[src/rtl/uart_pkg.sv]
// Shared UART definitions: FSM state encoding and the baud divisor helper.
// Used by uart_rx and intended for reuse by the matching transmitter.
package uart_pkg;

  typedef enum logic [2:0] {
    IDLE    = 3'd0,
    START   = 3'd1,
    DATA    = 3'd2,
    PARITY  = 3'd3,
    STOP    = 3'd4,
    RECOVER = 3'd5
  } uart_state_t;

  function automatic int clks_per_bit(input int clock_hz, input int baud_rate);
    return clock_hz / baud_rate;
  endfunction

endpackage

[src/rtl/sync_2ff.sv]
// Two-flop synchronizer for a single asynchronous bit; resets to 1 so an
// idle-high serial line reads as idle straight out of reset.
module sync_2ff (
  input  logic clk,
  input  logic rst,
  input  logic d,
  output logic q
);

  localparam int STAGES = 2;

  logic [STAGES-1:0] ff_reg;

  generate
    for (genvar gi = 0; gi < STAGES; gi++) begin : g_stage
      if (gi == 0) begin : g_first
        always_ff @(posedge clk) begin
          if (rst) ff_reg[gi] <= 1'b1;
          else     ff_reg[gi] <= d;
        end
      end else begin : g_next
        always_ff @(posedge clk) begin
          if (rst) ff_reg[gi] <= 1'b1;
          else     ff_reg[gi] <= ff_reg[gi-1];
        end
      end
    end
  endgenerate

  assign q = ff_reg[STAGES-1];

endmodule

[src/rtl/uart_rx.sv]
// UART receiver (8N1, LSB first) with a one-entry valid/ready holding register
// and framing/overrun pulses. Define UART_RX_PARITY_EN for 8E1 with parity_err.
module uart_rx
  import uart_pkg::*;
#(
  parameter int CLOCK_HZ     = 50_000_000,
  parameter int BAUD_RATE    = 115200,
  parameter int CLKS_PER_BIT = clks_per_bit(CLOCK_HZ, BAUD_RATE)
) (
  input  logic       clk,
  input  logic       rst,
  input  logic       rx,
  output logic [7:0] rx_data,
  output logic       rx_valid,
  input  logic       rx_ready,
  output logic       frame_err,
  output logic       overrun_err,
  output logic       parity_err
);

  localparam int CNT_W = $clog2(CLKS_PER_BIT);
  localparam logic [CNT_W-1:0] CNT_LAST = CNT_W'(CLKS_PER_BIT - 1);
  localparam logic [CNT_W-1:0] CNT_HALF = CNT_W'(CLKS_PER_BIT / 2 - 1);

`ifdef UART_RX_PARITY_EN
  localparam uart_state_t AFTER_DATA = PARITY;
`else
  localparam uart_state_t AFTER_DATA = STOP;
`endif

  logic rx_s;

  uart_state_t      state_reg, state_next;
  logic [CNT_W-1:0] cnt_reg, cnt_next;
  logic [2:0]       idx_reg, idx_next;
  logic [7:0]       shreg_reg, shreg_next;
  logic [7:0]       data_reg, data_next;
  logic             valid_reg, valid_next;
  logic             done_reg, done_next;
  logic             frame_err_reg, frame_err_next;
  logic             overrun_reg, overrun_next;
`ifdef UART_RX_PARITY_EN
  logic             par_reg, par_next;
  logic             parity_err_reg, parity_err_next;
`endif

  sync_2ff u_sync (
    .clk (clk),
    .rst (rst),
    .d   (rx),
    .q   (rx_s)
  );

  always_comb begin
    state_next     = state_reg;
    cnt_next       = cnt_reg;
    idx_next       = idx_reg;
    shreg_next     = shreg_reg;
    done_next      = 1'b0;
    frame_err_next = 1'b0;
`ifdef UART_RX_PARITY_EN
    par_next        = par_reg;
    parity_err_next = 1'b0;
`endif
    case (state_reg)
      IDLE: begin
        if (!rx_s) begin
          state_next = START;
          cnt_next   = '0;
        end
      end
      START: begin
        // Re-check the line at mid start bit so short glitches are ignored.
        if (cnt_reg == CNT_HALF) begin
          cnt_next   = '0;
          idx_next   = '0;
          state_next = rx_s ? IDLE : DATA;
        end else begin
          cnt_next = cnt_reg + 1'b1;
        end
      end
      DATA: begin
        if (cnt_reg == CNT_LAST) begin
          cnt_next   = '0;
          shreg_next = {rx_s, shreg_reg[7:1]};
          if (idx_reg == 3'd7) state_next = AFTER_DATA;
          else                 idx_next   = idx_reg + 3'd1;
        end else begin
          cnt_next = cnt_reg + 1'b1;
        end
      end
`ifdef UART_RX_PARITY_EN
      PARITY: begin
        if (cnt_reg == CNT_LAST) begin
          cnt_next   = '0;
          par_next   = rx_s;
          state_next = STOP;
        end else begin
          cnt_next = cnt_reg + 1'b1;
        end
      end
`endif
      STOP: begin
        if (cnt_reg == CNT_LAST) begin
          cnt_next = '0;
`ifdef UART_RX_PARITY_EN
          parity_err_next = ^{shreg_reg, par_reg};
`endif
          if (rx_s) begin
            done_next  = 1'b1;
            state_next = IDLE;
          end else begin
            frame_err_next = 1'b1;
            state_next     = RECOVER;
          end
        end else begin
          cnt_next = cnt_reg + 1'b1;
        end
      end
      RECOVER: begin
        // A held-low line (break) must go high before a new start bit counts.
        if (rx_s) state_next = IDLE;
      end
      default: state_next = IDLE;
    endcase
  end

  always_comb begin
    data_next    = data_reg;
    valid_next   = valid_reg;
    overrun_next = 1'b0;
    if (done_reg) begin
      if (!valid_reg || rx_ready) begin
        data_next  = shreg_reg;
        valid_next = 1'b1;
      end else begin
        overrun_next = 1'b1;
      end
    end else if (valid_reg && rx_ready) begin
      valid_next = 1'b0;
    end
  end

  always_ff @(posedge clk) begin
    if (rst) begin
      state_reg     <= IDLE;
      cnt_reg       <= '0;
      idx_reg       <= '0;
      shreg_reg     <= '0;
      data_reg      <= 8'h00;
      valid_reg     <= 1'b0;
      done_reg      <= 1'b0;
      frame_err_reg <= 1'b0;
      overrun_reg   <= 1'b0;
    end else begin
      state_reg     <= state_next;
      cnt_reg       <= cnt_next;
      idx_reg       <= idx_next;
      shreg_reg     <= shreg_next;
      data_reg      <= data_next;
      valid_reg     <= valid_next;
      done_reg      <= done_next;
      frame_err_reg <= frame_err_next;
      overrun_reg   <= overrun_next;
    end
  end

`ifdef UART_RX_PARITY_EN
  always_ff @(posedge clk) begin
    if (rst) begin
      par_reg        <= 1'b0;
      parity_err_reg <= 1'b0;
    end else begin
      par_reg        <= par_next;
      parity_err_reg <= parity_err_next;
    end
  end
  assign parity_err = parity_err_reg;
`else
  assign parity_err = 1'b0;
`endif

  assign rx_data     = data_reg;
  assign rx_valid    = valid_reg;
  assign frame_err   = frame_err_reg;
  assign overrun_err = overrun_reg;

endmodule
[config.mk]
export PLATFORM = sky130hd
export DESIGN_NAME = uart_rx
export DESIGN_NICKNAME = d
export VERILOG_FILES = /design/src/rtl/uart_pkg.sv /design/src/rtl/sync_2ff.sv /design/src/rtl/uart_rx.sv
export SDC_FILE = /design/constraint.sdc
export NUM_CORES = 1
export LEC_CHECK = 0
export CORE_ASPECT_RATIO = 1.1
export CORE_UTILIZATION = 45
export DETAILED_ROUTE_END_ITERATION = 6
export PLACE_DENSITY = 0.76
export SYNTH_ARGS = -nofsm -noshare
export SYNTH_HDL_FRONTEND = slang
export SYNTH_SLANG_ARGS = --single-unit
[constraint.sdc]
create_clock -name clk -period 2.47 [get_ports clk]
set_input_delay 0.494 -clock clk [delete_from_list [all_inputs] [get_ports clk]]
set_output_delay 0.494 -clock clk [all_outputs]
set_load 0.01 [all_outputs]
## After elaboration in Yosys (flattened, before gate mapping)

Index checks and enable logic that the tools add are counted.

| storage, ports and cells | value |
|---|---|
| output and inout port bits | 12 |
| word-level logic and storage cells | 70 |
| input port bits | 4 |
| register bits after elaboration | 37 |

| operators by class | value |
|---|---|
| muxes and demuxes | 23 |
| reductions and logical operators | 16 |
| equal/unequal tests | 15 |
| bitwise operators | 3 |
| $add $sub $neg | 2 |

Operator list:

| cell | number |
|---|---|
| $mux W3 | 10 |
| $mux W9 | 3 |
| $pmux W9 S3 | 1 |
| $pmux W3 S5 | 1 |
| $ne A2 B2 Y1 const B | 6 |
| $add A9 B1 Y9 const B | 1 |
| $eq A3 B3 Y1 const B | 3 |
| $eq A9 B8 Y1 const B | 1 |
| $eq A9 B9 Y1 const B | 1 |
| $reduce_and A2 Y1 | 4 |
| $mux W1 | 6 |
| $pmux W3 S2 | 1 |
| $reduce_and A6 Y1 | 1 |
| $ne A2 B1 Y1 const B | 2 |
| $reduce_and A4 Y1 | 1 |
| $reduce_bool A2 Y1 | 2 |
| $reduce_or A2 Y1 | 2 |
| $add A3 B1 Y3 const B | 1 |
| $eq A3 B1 Y1 const B | 1 |
| $eq A3 B2 Y1 const B | 1 |
| $logic_not A3 Y1 | 1 |
| $not A1 Y1 | 3 |
| $reduce_bool A3 Y1 | 1 |
| $reduce_or A3 Y1 | 1 |
| 4 further kinds | 4 |

## Depth between registers and ports, before layout

| depth | value |
|---|---|
| word-level depth | 4 |
| depth in mapped cells | 6 |
| depth with buffers taken out | 6 |

## Cells and area by module

From an unflattened synthesis, not the netlist that was laid out.

| second synthesis, totals | value |
|---|---|
| cell total of the unflattened synthesis | 185 |
| area total of the unflattened synthesis | 1756.7 µm² |

By module, submodules not included:

| module | instances | area each (µm²) | sequential area each (µm²) | cells an instance |
|---|---|---|---|---|
| uart_rx | 1 | 1704.1 | 700.7 | 181 |
| sync_2ff | 1 | 52.6 | 40.0 | 4 |

## Worst setup path after synthesis

OpenSTA, ideal clock, no wires.

| timing path | value |
|---|---|
| path kind | register -> register |
| from | register cnt_reg[0] |
| to | register state_reg[0] |
| data arrival time | 1.690 ns |
| buffers on the path | 0 |
| data required time | 2.349 ns |
| stages on the path, launching flop included | 7 |
| period minus slack after synthesis | 1.812 ns |
| library setup time | 0.121 ns |
| path slack | 0.658 ns |
| cells stage by stage | dfxtp_1 -> inv_1 -> ha_1 -> or4b_4 -> o311ai_4 -> nand3_2 -> mux2_4 |

| between the ends | value |
|---|---|
| cells in the longest elaborated chain, start to end | 3 |
| elaborated cells on any way between the ends | 6 |
| those cells by class | eq/ne (5); reduce/logical (1) |

Ends and longest elaborated chain:

| what | line | RTL |
|---|---|---|
| start, declared | uart_rx.sv:34 | `logic [CNT_W-1:0] cnt_reg, cnt_next;` |
| start signal, assigned | uart_rx.sv:157 | `cnt_reg <= cnt_next;` |
| $eq A9 B9 Y1 / $eq A9 B8 Y1 (equally long branches) | uart_rx.sv:83, uart_rx.sv:104, uart_rx.sv:74 |  |
| $ne A2 B2 Y1 (no source line) | - |  |
| $reduce_and A6 Y1 (no source line) * | - |  |
| end signal, assigned | uart_rx.sv:156 | `state_reg <= state_next;` |
| end, declared | uart_rx.sv:33 | `uart_state_t state_reg, state_next;` |

Every way passes the cells marked *; elsewhere a longest branch is shown, timed or not.
A chain may end at the register's enable or synchronous reset.

## Worst setup path in the final report

| timing path | value |
|---|---|
| from | register cnt_reg[0] |
| to | register idx_reg[0] |

| between the ends | value |
|---|---|
| cells in the longest elaborated chain, start to end | 3 |
| elaborated cells on any way between the ends | 5 |
| those cells by class | eq/ne (4); reduce/logical (1) |

Ends and longest elaborated chain:

| what | line | RTL |
|---|---|---|
| $eq A9 B9 Y1 / $eq A9 B8 Y1 (equally long branches) | uart_rx.sv:83, uart_rx.sv:74 |  |
| $ne A2 B2 Y1 (no source line) | - |  |
| $reduce_and A4 Y1 (no source line) * | - |  |
| end signal, assigned | uart_rx.sv:158 | `idx_reg <= idx_next;` |
| end, declared | uart_rx.sv:35 | `logic [2:0] idx_reg, idx_next;` |

Marks and branches as above.

==> results by group <==
Global route
  • Vias in the first global route: 1279
  • Initial antenna violation count: 0
  • Grt ovf: 0
  • Total GRT Usage: 18.01%
  • Largest net degree at the start of global routing: 17
  • First-pass GRT wire length: 5.457 mm

Worst setup path
  • CP max FO: 5
  • R2R cell count: 6
  • Worst Path Required: 2650 ps
  • Crit end category: flop
  • Cell Chain, Critical Path: inv_1 > ha_1 > or4b_4 > nor3_1 > a32oi_1 > mux2_2
  • Crit-path slowest cell: or4b_4
  • Critical path launch point type: flop
  • Max incr delay on CP: 480 ps
  • Path type of the worst setup path: flop to flop
  • Worst EP arrival: 2150 ps

Layout
  • Share of post-route cells with drive strength above 1: 12.20%
  • Finished Cell Area: 2057 sq um
  • Multi-input logic area: 957.2 sq um
  • Final Core Density: 55.84%
  • Final Net Count: 213
  • Commonest non-fill, non-tap cell in the layout: dfxtp_1
  • Most frequent cells in the layout: dfxtp_1 (37), nor2_1 (26), mux2i_1 (19)
  • Synthesis-to-finish area growth: 17.34%
  • # fillers: 351
  • Max reg flops: 9
  • Antenna diodes: 0
  • Storage element area: 740.7 sq um

Clocking
  • TritonCTS clock tree: done
  • CTS Buf Count: 5
  • Clk slew on worst S/H paths: 70 ps
  • # hold bufs at CTS: 0
  • Htree depth: 2
  • Max clock buf depth: 2
  • Root Driver: clkbuf_8
  • Clk_lat worst skew: 290 ps
  • # Post-CTS Setup Buffers: 0
  • CTS resizes: 0
  • Clk sink count: 37

Timing
  • Final setup fails: 0
  • Final period utilization: 79.46%
  • Measured slew at the worst slew-check pin: 717.9 ps
  • Final min period: 1963 ps
  • Final Max Slew Viols: 0
  • Clock skew: 5.135 ps
  • Hold Vio Cnt, Final: 0
  • Max transition margin: 51.78%
  • RSZ-0062 raised after global routing: false
  • FMAX: 0.5095 GHz
  • TNS Setup: 0 ps

Pwr
  • Net Sw Frac: 27.22%
  • Switching power: 0.3770 mW
  • Pwr Density: 673.3 nW/um^2
  • Int Power: 1.008 mW
  • Flop pwr share: 47.4%
  • Clock power share: 37.9%
  • Combinational power share: 14.8%
  • Maximum vdd drop: 0.4110 mV
  • Pwr Total: 1.385 mW
  • P_leak: 0.7890 nW

Run
  • Total of max-cap violations: 0

Drt
  • ANT nets after route: 0
  • First-pass DRT Iterations: 4
  • Via/cell ratio: 5.420
  • 1st-iter DRT viols: 54
  • Routed via count: 1382
  • WL final: 3.257 mm
  • Post-DR wirelength/cell: 12.77 um
  • DRC Markers: 0

Placement
  • Post-DP Area: 1946 sq um
  • Port bufs: 14
  • Routability congestion estimate: 0.8330
  • Detailed Place HPWL: 2.287 mm

Die
  • Die ar.: 4149 sq um
  • Die H: 67.46 um
  • CORE AREA: 3684 sq um
  • Initial Utilization: 47.59%
  • Cell row count: 23
  • Die Width: 61.51 um
  • I/O Pins: 16

Synthesis
  • Mean post-synth cell area: 9.374 sq um
  • Asr flop ratio synth: 0%
  • Synth Instances: 187
  • Number of warning messages in the yosys log: 0
  • Seq cells post-synth: 37
  • Netlist Area Pre-Place: 1753 sq um
  • Sequential-to-total area share from yosys stat: 42.26%
  • Distinct cells, synth: 50
  • Post-synth EDFFs: 0
  • Main synth FF type: dfxtp_1
  • Syn Nets: 196

Min path
  • Hold WC Path Type: flop to flop
  • Hold path cells: 1

Outcome
  • Outcome: finished clean
through the flow:
stage | std cells | hold slack (ps) | setup slack, ps
after floorplan | 187 | 389.5 | 658.5
after global placement | 247 | 397.5 | 514.2
after detailed placement | 247 | 401.4 | 482.2
after CTS | 255 | 423.0 | 525.0
after global routing | 255 | 446.9 | 344.7
final | 255 | 418.1 | 507.4
worst paths after layout:
path	startpoint	endpoint	slack, ps
max reg2reg	cnt_reg[0]$_SDFFE_PP0P_	idx_reg[0]$_SDFFE_PP0P_	510
min reg2reg	u_sync.ff_reg[0]$_SDFF_PP1_	u_sync.q$_SDFF_PP1_	420
max	cnt_reg[0]$_SDFFE_PP0P_	idx_reg[0]$_SDFFE_PP0P_	510
min	u_sync.ff_reg[0]$_SDFF_PP1_	u_sync.q$_SDFF_PP1_	420
metal layers:
layer	vias to the layer above	GRT usage (%)	wire, um	part of all wire (%)
li1	702	-	-	-
met1	652	22.43	1586	49
met2	19	26.61	1474	45
met3	9	5.364	105	3.2
met4	0	11.67	91	2.8
met5	-	0	0	0
synth_stat cells (2+ instances only):
cell,n,share of area [%]
o22ai_1,4,1.4
or4_1,2,0.86
mux2i_1,19,11
dfxtp_1,37,42
ha_1,5,3.6
nand3_1,5,1.4
nand2_1,17,3.6
buf_1,2,0.43
nor3_1,4,1.1
inv_1,6,1.3
buf_2,2,0.57
a31oi_1,2,0.71
a21oi_1,8,2.3
xor2_1,2,1.0
or2_2,4,1.4
o21ai_0,4,1.1
nor2_1,26,5.6
o211ai_1,3,1.3
clkbuf_1,2,0.43
nor2b_1,3,1.1
final cells by class:
cell class                      count  share of cell area [%]
Multi-Input combinational cell    137                   46.53
Sequential cell                    37                   36.01
Timing Repair Buffer               17                   7.908
Clock buffer                        6                   3.528
Tap cell                           50                   3.041
Clock inverter                      2                   1.886
Inverter                            6                   1.095
power by group through the flow:
stage                     clock [mW]  sequential [mW]  combinational [mW]
after global placement             0            0.668               0.203
after detailed placement           0            0.668               0.203
after global routing           0.554            0.659               0.229
after CTS                      0.534            0.655               0.205
after floorplan                    0            0.639               0.193
final                          0.525            0.656               0.204
cell families (layout without fill, tap and decap cells):
logic type	count (synthesis)	count (layout)	synth area share [%]
mux	21	21	12.35
flops	37	37	42.26
other cells	1	1	0.2139
simple gates	75	75	23.63
buf+inv	13	31	3.141
compound gates	33	33	13.85
xor+xnor	2	2	0.9995
fa+ha+maj	5	5	3.569
worst max-delay path: cells and delay by family, from the launching register on:
kind | cells | cell delay [ps]
and+or+nand+nor | 2 | 700
DFF | 1 | 350
muxes | 1 | 340
AOI/OAI and AO/OA | 1 | 240
adders and majority gates | 1 | 130
buffers and inverters | 1 | 80
(Power assumes the default switching activity.)
